`config.mk`:
```
export PLATFORM = sky130hd
export DESIGN_NAME = if_fetch_unit
export DESIGN_NICKNAME = d
export VERILOG_FILES = /design/src/rtl/if_fetch_unit.sv
export SDC_FILE = /design/constraint.sdc
export NUM_CORES = 1
export LEC_CHECK = 0
export CORE_UTILIZATION = 37
export DETAILED_ROUTE_END_ITERATION = 6
export GPL_TIMING_DRIVEN = 0
export HOLD_SLACK_MARGIN = 0.15
export PLACE_DENSITY = 0.78
export RECOVER_POWER = 100
export SLEW_MARGIN = 20
export SYNTH_ARGS = -nofsm -noshare
export SYNTH_HDL_FRONTEND = slang
export SYNTH_SLANG_ARGS = --single-unit
```
`constraint.sdc`:
```
create_clock -name clk -period 1.9 [get_ports clk]
set_input_delay 0.285 -clock clk [delete_from_list [all_inputs] [get_ports clk]]
set_output_delay 0.285 -clock clk [all_outputs]
set_load 0.02 [all_outputs]
```
`src/rtl/if_fetch_unit.sv`:
```
// Instruction-fetch stage: presents pc to the direct-mapped I-cache, refills misses byte-wise
// from the memory controller, and hands instructions to decode. FETCH_PERF_CNT_EN enables hit/miss counters.
module if_fetch_unit #(
  parameter int                ADDR_W   = 32,
  parameter int                INST_W   = 32,
  parameter logic [ADDR_W-1:0] RESET_PC = '0
) (
  input  logic              clk,
  input  logic              rst,
  output logic [ADDR_W-1:0] cache_addr,
  input  logic [INST_W-1:0] cache_data,
  input  logic              cache_hit,
  output logic              cache_replace,
  output logic [INST_W-1:0] cache_wdata,
  output logic              mem_req,
  output logic [ADDR_W-1:0] mem_addr,
  input  logic              mem_ack,
  input  logic [7:0]        mem_rdata,
  input  logic              jump_en,
  input  logic [ADDR_W-1:0] jump_addr,
  input  logic              id_stall,
  output logic              inst_valid,
  output logic [INST_W-1:0] inst,
  output logic [ADDR_W-1:0] inst_pc,
  output logic [31:0]       hit_cnt,
  output logic [31:0]       miss_cnt,
  output logic [1:0]        dbg_state
);

  typedef enum logic [1:0] {
    ST_LOOKUP = 2'd0,
    ST_REFILL = 2'd1,
    ST_WRITE  = 2'd2
  } state_e;

  state_e            state_q, state_d;
  logic [ADDR_W-1:0] pc_q, pc_d;
  logic [1:0]        cnt_q, cnt_d;
  logic [INST_W-1:0] buf_q, buf_d;
  logic [INST_W-1:0] inst_q, inst_d;
  logic [ADDR_W-1:0] inst_pc_q, inst_pc_d;
  logic              inst_valid_q, inst_valid_d;
  logic              slot_free;

  // Decode handshake: inst/inst_pc are offered while inst_valid=1 and consumed on any edge
  // where id_stall=0; while inst_valid=1 and id_stall=1 the slot holds unchanged.
  assign slot_free  = !inst_valid_q || !id_stall;

  assign cache_addr  = pc_q;
  assign cache_wdata = buf_q;
  assign mem_addr    = pc_q + ADDR_W'(cnt_q);
  assign inst_valid  = inst_valid_q;
  assign inst        = inst_q;
  assign inst_pc     = inst_pc_q;
  assign dbg_state   = state_q;

  always_comb begin
    state_d       = state_q;
    pc_d          = pc_q;
    cnt_d         = cnt_q;
    buf_d         = buf_q;
    inst_d        = inst_q;
    inst_pc_d     = inst_pc_q;
    inst_valid_d  = inst_valid_q;
    mem_req       = 1'b0;
    cache_replace = 1'b0;
    if (slot_free) inst_valid_d = 1'b0;

    case (state_q)
      ST_LOOKUP: begin
        if (cache_hit) begin
          if (slot_free) begin
            inst_d       = cache_data;
            inst_pc_d    = pc_q;
            inst_valid_d = 1'b1;
            pc_d         = pc_q + ADDR_W'(4);
          end
        end else begin
          state_d = ST_REFILL;
          cnt_d   = 2'd0;
        end
      end
      ST_REFILL: begin
        mem_req = 1'b1;
        if (mem_ack) begin
          buf_d[{cnt_q, 3'b000} +: 8] = mem_rdata;
          cnt_d = cnt_q + 2'd1;
          if (cnt_q == 2'd3) state_d = ST_WRITE;
        end
      end
      ST_WRITE: begin
        cache_replace = 1'b1;
        state_d       = ST_LOOKUP;
      end
      default: state_d = ST_LOOKUP;
    endcase

    // A redirect abandons any refill in flight; its partial word is never written.
    if (jump_en) begin
      pc_d          = {jump_addr[ADDR_W-1:2], 2'b00};
      inst_valid_d  = 1'b0;
      state_d       = ST_LOOKUP;
      cnt_d         = 2'd0;
      buf_d         = buf_q;
      cache_replace = 1'b0;
    end
  end

  always_ff @(posedge clk) begin
    if (rst) begin
      state_q      <= ST_LOOKUP;
      pc_q         <= RESET_PC;
      cnt_q        <= 2'd0;
      buf_q        <= '0;
      inst_q       <= '0;
      inst_pc_q    <= '0;
      inst_valid_q <= 1'b0;
    end else begin
      state_q      <= state_d;
      pc_q         <= pc_d;
      cnt_q        <= cnt_d;
      buf_q        <= buf_d;
      inst_q       <= inst_d;
      inst_pc_q    <= inst_pc_d;
      inst_valid_q <= inst_valid_d;
    end
  end

`ifdef FETCH_PERF_CNT_EN
  logic [31:0] hit_cnt_q, hit_cnt_d, miss_cnt_q, miss_cnt_d;

  always_comb begin
    hit_cnt_d  = hit_cnt_q;
    miss_cnt_d = miss_cnt_q;
    if (state_q == ST_LOOKUP && cache_hit && slot_free) hit_cnt_d = hit_cnt_q + 32'd1;
    if (state_q == ST_LOOKUP && !cache_hit && !jump_en) miss_cnt_d = miss_cnt_q + 32'd1;
  end

  always_ff @(posedge clk) begin
    if (rst) begin
      hit_cnt_q  <= '0;
      miss_cnt_q <= '0;
    end else begin
      hit_cnt_q  <= hit_cnt_d;
      miss_cnt_q <= miss_cnt_d;
    end
  end

  assign hit_cnt  = hit_cnt_q;
  assign miss_cnt = miss_cnt_q;
`else
  assign hit_cnt  = '0;
  assign miss_cnt = '0;
`endif

endmodule

```
==> impl_results.md <==
- Clock period minus final worst setup slack: approximately 1.9 ns
- Sinks on the clock net: 129
- Final worst path period share: 0.979
- Sequential cell area: 0.00263 mm²
- Post-synthesis cell type with the largest combined area: dfxtp_1
- Area of the placeable core: between 0.015 and 0.02 mm²
- Final weighted congestion in routability-driven placement: 0.851
- Leakage power total: 3.92 nW
- Ordered cell list for the critical path: buf_4 > clkdlybuf4s50_1
- CP arrival: 1.57 ns
- Number of vias in the routed layout: between 6000 and 7000
- Antenna violations before repair: 3
- Total clock buffers created by CTS: 17
- Final count of negative-setup-slack endpoints: 0
- Detailed placer's ending HPWL: between 10000 and 15000 µm
- Global-route usage over all layers: 0.228
- Biggest cell delay along the critical path: 0.59 ns
- Synthesized-area fraction occupied by ao, oa, aoi and oai cells: 0.138
- First-pass GRT wire length: 29400 µm
- Max Cap Viol: 0
- Max Root-Sink Buffers: 2
- Number of nets in the finished design: about 1200
- Violation count after the first detailed-route iteration: 282
- Final instance area: ~0.0099 mm²
- F_max: approximately 540 MHz
- EDFF count, synth: 0
- Startpoint type of the worst setup path: flip-flop
- Worst-margin pin slew: 0.597 ns
- Crit path max fanout: 8
- Worst setup path class: reg2out
- Vias in the first global route: 5576
- Clock Root Buffer: clkbuf_16
- Pin count of the biggest net entering global routing: 17
- Layout-stage area growth over the synthesis result: 61.3%
- Chip Height: 131 µm
- Filler Cells Inserted: 1406
- Hold-fix buffers, CTS: 0
- Multi-input gate area: roughly 0.0030 mm²
- Pwr dens: between 700 and 800 mW/mm²
- Number of buffers added on ports: 234
- CTS tree: built
- Routed Wire Length: 20100 µm
- Endpoint type of the worst setup path: output pin
- Register bit total from synthesis: 129
- Fin worst setup slack: around 0.040 ns
- Share of synthesized area spent on multiplexers: 0.00164
- Die Outline Area: 0.0170 mm²
- YS warnings: 0
- Final Hold Violating Endpoints: 0
- Clock slew at the register clock pins of the worst setup and hold paths: 0.05 ns
- Number of instances in the synthesized netlist: 763
- Detailed-route wire length per cell: 15.2 µm
- Slowest stage cell on the critical path: clkdlybuf4s50_1
- Dominant combinational cell family by area after synthesis: simple AND/OR/NAND/NOR gates
- Top cells by area in the synthesized netlist: dfxtp_1 42%, buf_4 12%, nand2_1 11%, a21oi_1 8.5%, nand3_1 3.4%
- CTS HTree Levels: 4
- Count of antenna-violating nets left after detailed routing: 0
- Placed standard-cell area: roughly 0.009 mm²
- Post-route clock skew: 0.0116 ns
- Worst hold path type: in2reg
- Adder-Cell Fraction of Synth Area: 0.0123
- Clk Latency, worst-skew pair: 0.42 ns
- Worst relative slew slack: 0.602
- Fraction of layout instances using a drive strength above 1: 0.199
- Overall overflow remaining after global route: 0
- DRC violation count after routing: 0
- Max-slew violation total from the final report: 0
- Required time at the worst-slack endpoint: 1.62 ns
- Avg Synthesized Cell Area: 8.01 µm²
- Result of the run: complete, no violations
- Starting density of the core: 0.382
- Most used DFF post-synth: dfxtp_1
- Area of the mapped netlist: 0.00611 mm²
- Setup slack after placement: -0.622 ns
- Via density: between 4 and 5
- Area share of the leading cell type in the synthesized netlist: 0.423
- Sequential fraction of the synthesis area: 0.423
- Area share of xor/xnor cells in the synthesized design: 0.0287
- Number of ports placed on the die boundary: 307
- Number of different library cells in the post-synthesis netlist: 47
- Proportion of register bits with asynchronous set or reset after synthesis: 0
- Smallest hold slack: 0.371 ns
- Setup slack on the worst flop-to-flop path: roughly 0.07 ns
- Worst VDD drop: 0.000597 V
- Width of the die: 131 µm
- Detailed-routing iteration count for the pre-antenna-repair pass: 5
- FP Rows: 46
- Fraction of the mapped netlist area in simple logic gates: 0.236
- Final Util: 0.616
[critical path, delay by kind of cell, from the launching register on]
family	cells	cell delay, ns
buffers and inverters	2	0.73
DFF	1	0.43
[cells in the mapped netlist, types with 4 or more instances]
library cell  count
nor3_1            9
a21oi_1         104
nand4_1          11
a211oi_1         12
clkbuf_1         32
inv_1            17
dfxtp_1         129
and3_1            4
nor2_1           25
xnor2_1          20
buf_4            99
ha_1              6
and2_1            8
a311oi_1          5
nand2_1         175
nand3_1          42
nor4_1            4
o21ai_0           7
and4_1            5
buf_2             6
[area by class of cell]
type | instances | share of cell area
Antenna cell | 1 | 0.000254
Buffer | 138 | 0.0935
Clock buffer | 22 | 0.0481
Clock inverter | 7 | 0.00863
Inverter | 17 | 0.00685
Multi-Input combinational cell | 544 | 0.300
Sequential cell | 129 | 0.267
Tap cell | 216 | 0.0274
Timing Repair Buffer | 247 | 0.248
[metrics by stage]
stage / instances / TNS, ns / power [W]
after floorplan: 830 / -0.710 / 0.00376
after global placement: 1280 / -51.36 / 0.00436
after detailed placement: 1280 / -55.89 / 0.00438
after CTS: 1315 / -0.116 / 0.00753
after global routing: 1321 / -0.0195 / 0.00780
final: 1321 / 0 / 0.00751
[registers in the layout, indices dropped and copies added (netlist names), named ones only]
signal,flops
cache_addr,30
cache_wdata,32
cnt_q,2
dbg_state,2
inst,32
inst_pc,30
[worst paths after layout]
path,startpoint,to,depth (start not counted)
worst min-delay path,cache_hit,flip-flop,3
worst min register to register,cache_wdata[14],cache_wdata[14],2
worst max-delay path,cache_addr[25],mem_addr[25],2
worst max register to register,cnt_q[0],cache_wdata[17],5
[layer usage]
layer | part of all wire | GRT usage | wire length (µm) | vias up
li1 | - | - | - | 3071
met1 | 0.38 | 0.258 | 7720 | 2851
met2 | 0.49 | 0.390 | 9760 | 289
met3 | 0.11 | 0.0961 | 2270 | 30
met4 | 0.016 | 0.0683 | 322 | 2
met5 | 0.00060 | 0 | 12 | -
[cell families (layout without fill, tap and decap cells)]
logic type / after synthesis / after routing
and+or+nand+nor: 303 / 303
buffers and inverters: 157 / 431
AOI/OAI and AO/OA: 146 / 146
DFF: 129 / 129
xor gates and xnor gates: 20 / 20
adders and majority gates: 6 / 6
other: 1 / 69
muxes: 1 / 1
[cells in the final DEF, fill, tap and decap left out, drive strengths merged, types with 2 or more instances in the layout]
master         instances
nand2                175
and3                   4
and4                   5
nor4                   8
or3                    3
ha                     6
a31oi                  2
bufinv                 2
and2                   8
o21ai                  7
buf                  119
a22oi                  2
o21bai                 3
nor3                   9
conb                  68
a21o                   2
dlygate4sd2            2
xnor2                 20
nor3b                  4
clkdlybuf4s50        229
nand4                 12
dfxtp                129
a21oi                105
nand3                 45
clkbuf                56
nor2                  25
a221oi                 2
inv                   16
a311oi                 5
a211oi                14
clkinv                 5
[where the power goes]
| part | internal, W | leakage, nW | switching, W |
|---|---|---|---|
| registers | 0.00283 | 1.07 | 0.000133 |
| logic | 0.000679 | 2.57 | 0.000724 |
| clock network | 0.00200 | 0.281 | 0.00115 |
[what timing repair did]
action / in CTS / in global routing
gates cloned: 0 / 1
pin swaps: 2 / 6
resized for setup: 42 / 52
endpoints found under the setup margin: 142 / 117
buffers inserted: 6 / 6
endpoints found under the hold margin: 0 / 0
Power figures use the tool's default switching activity.
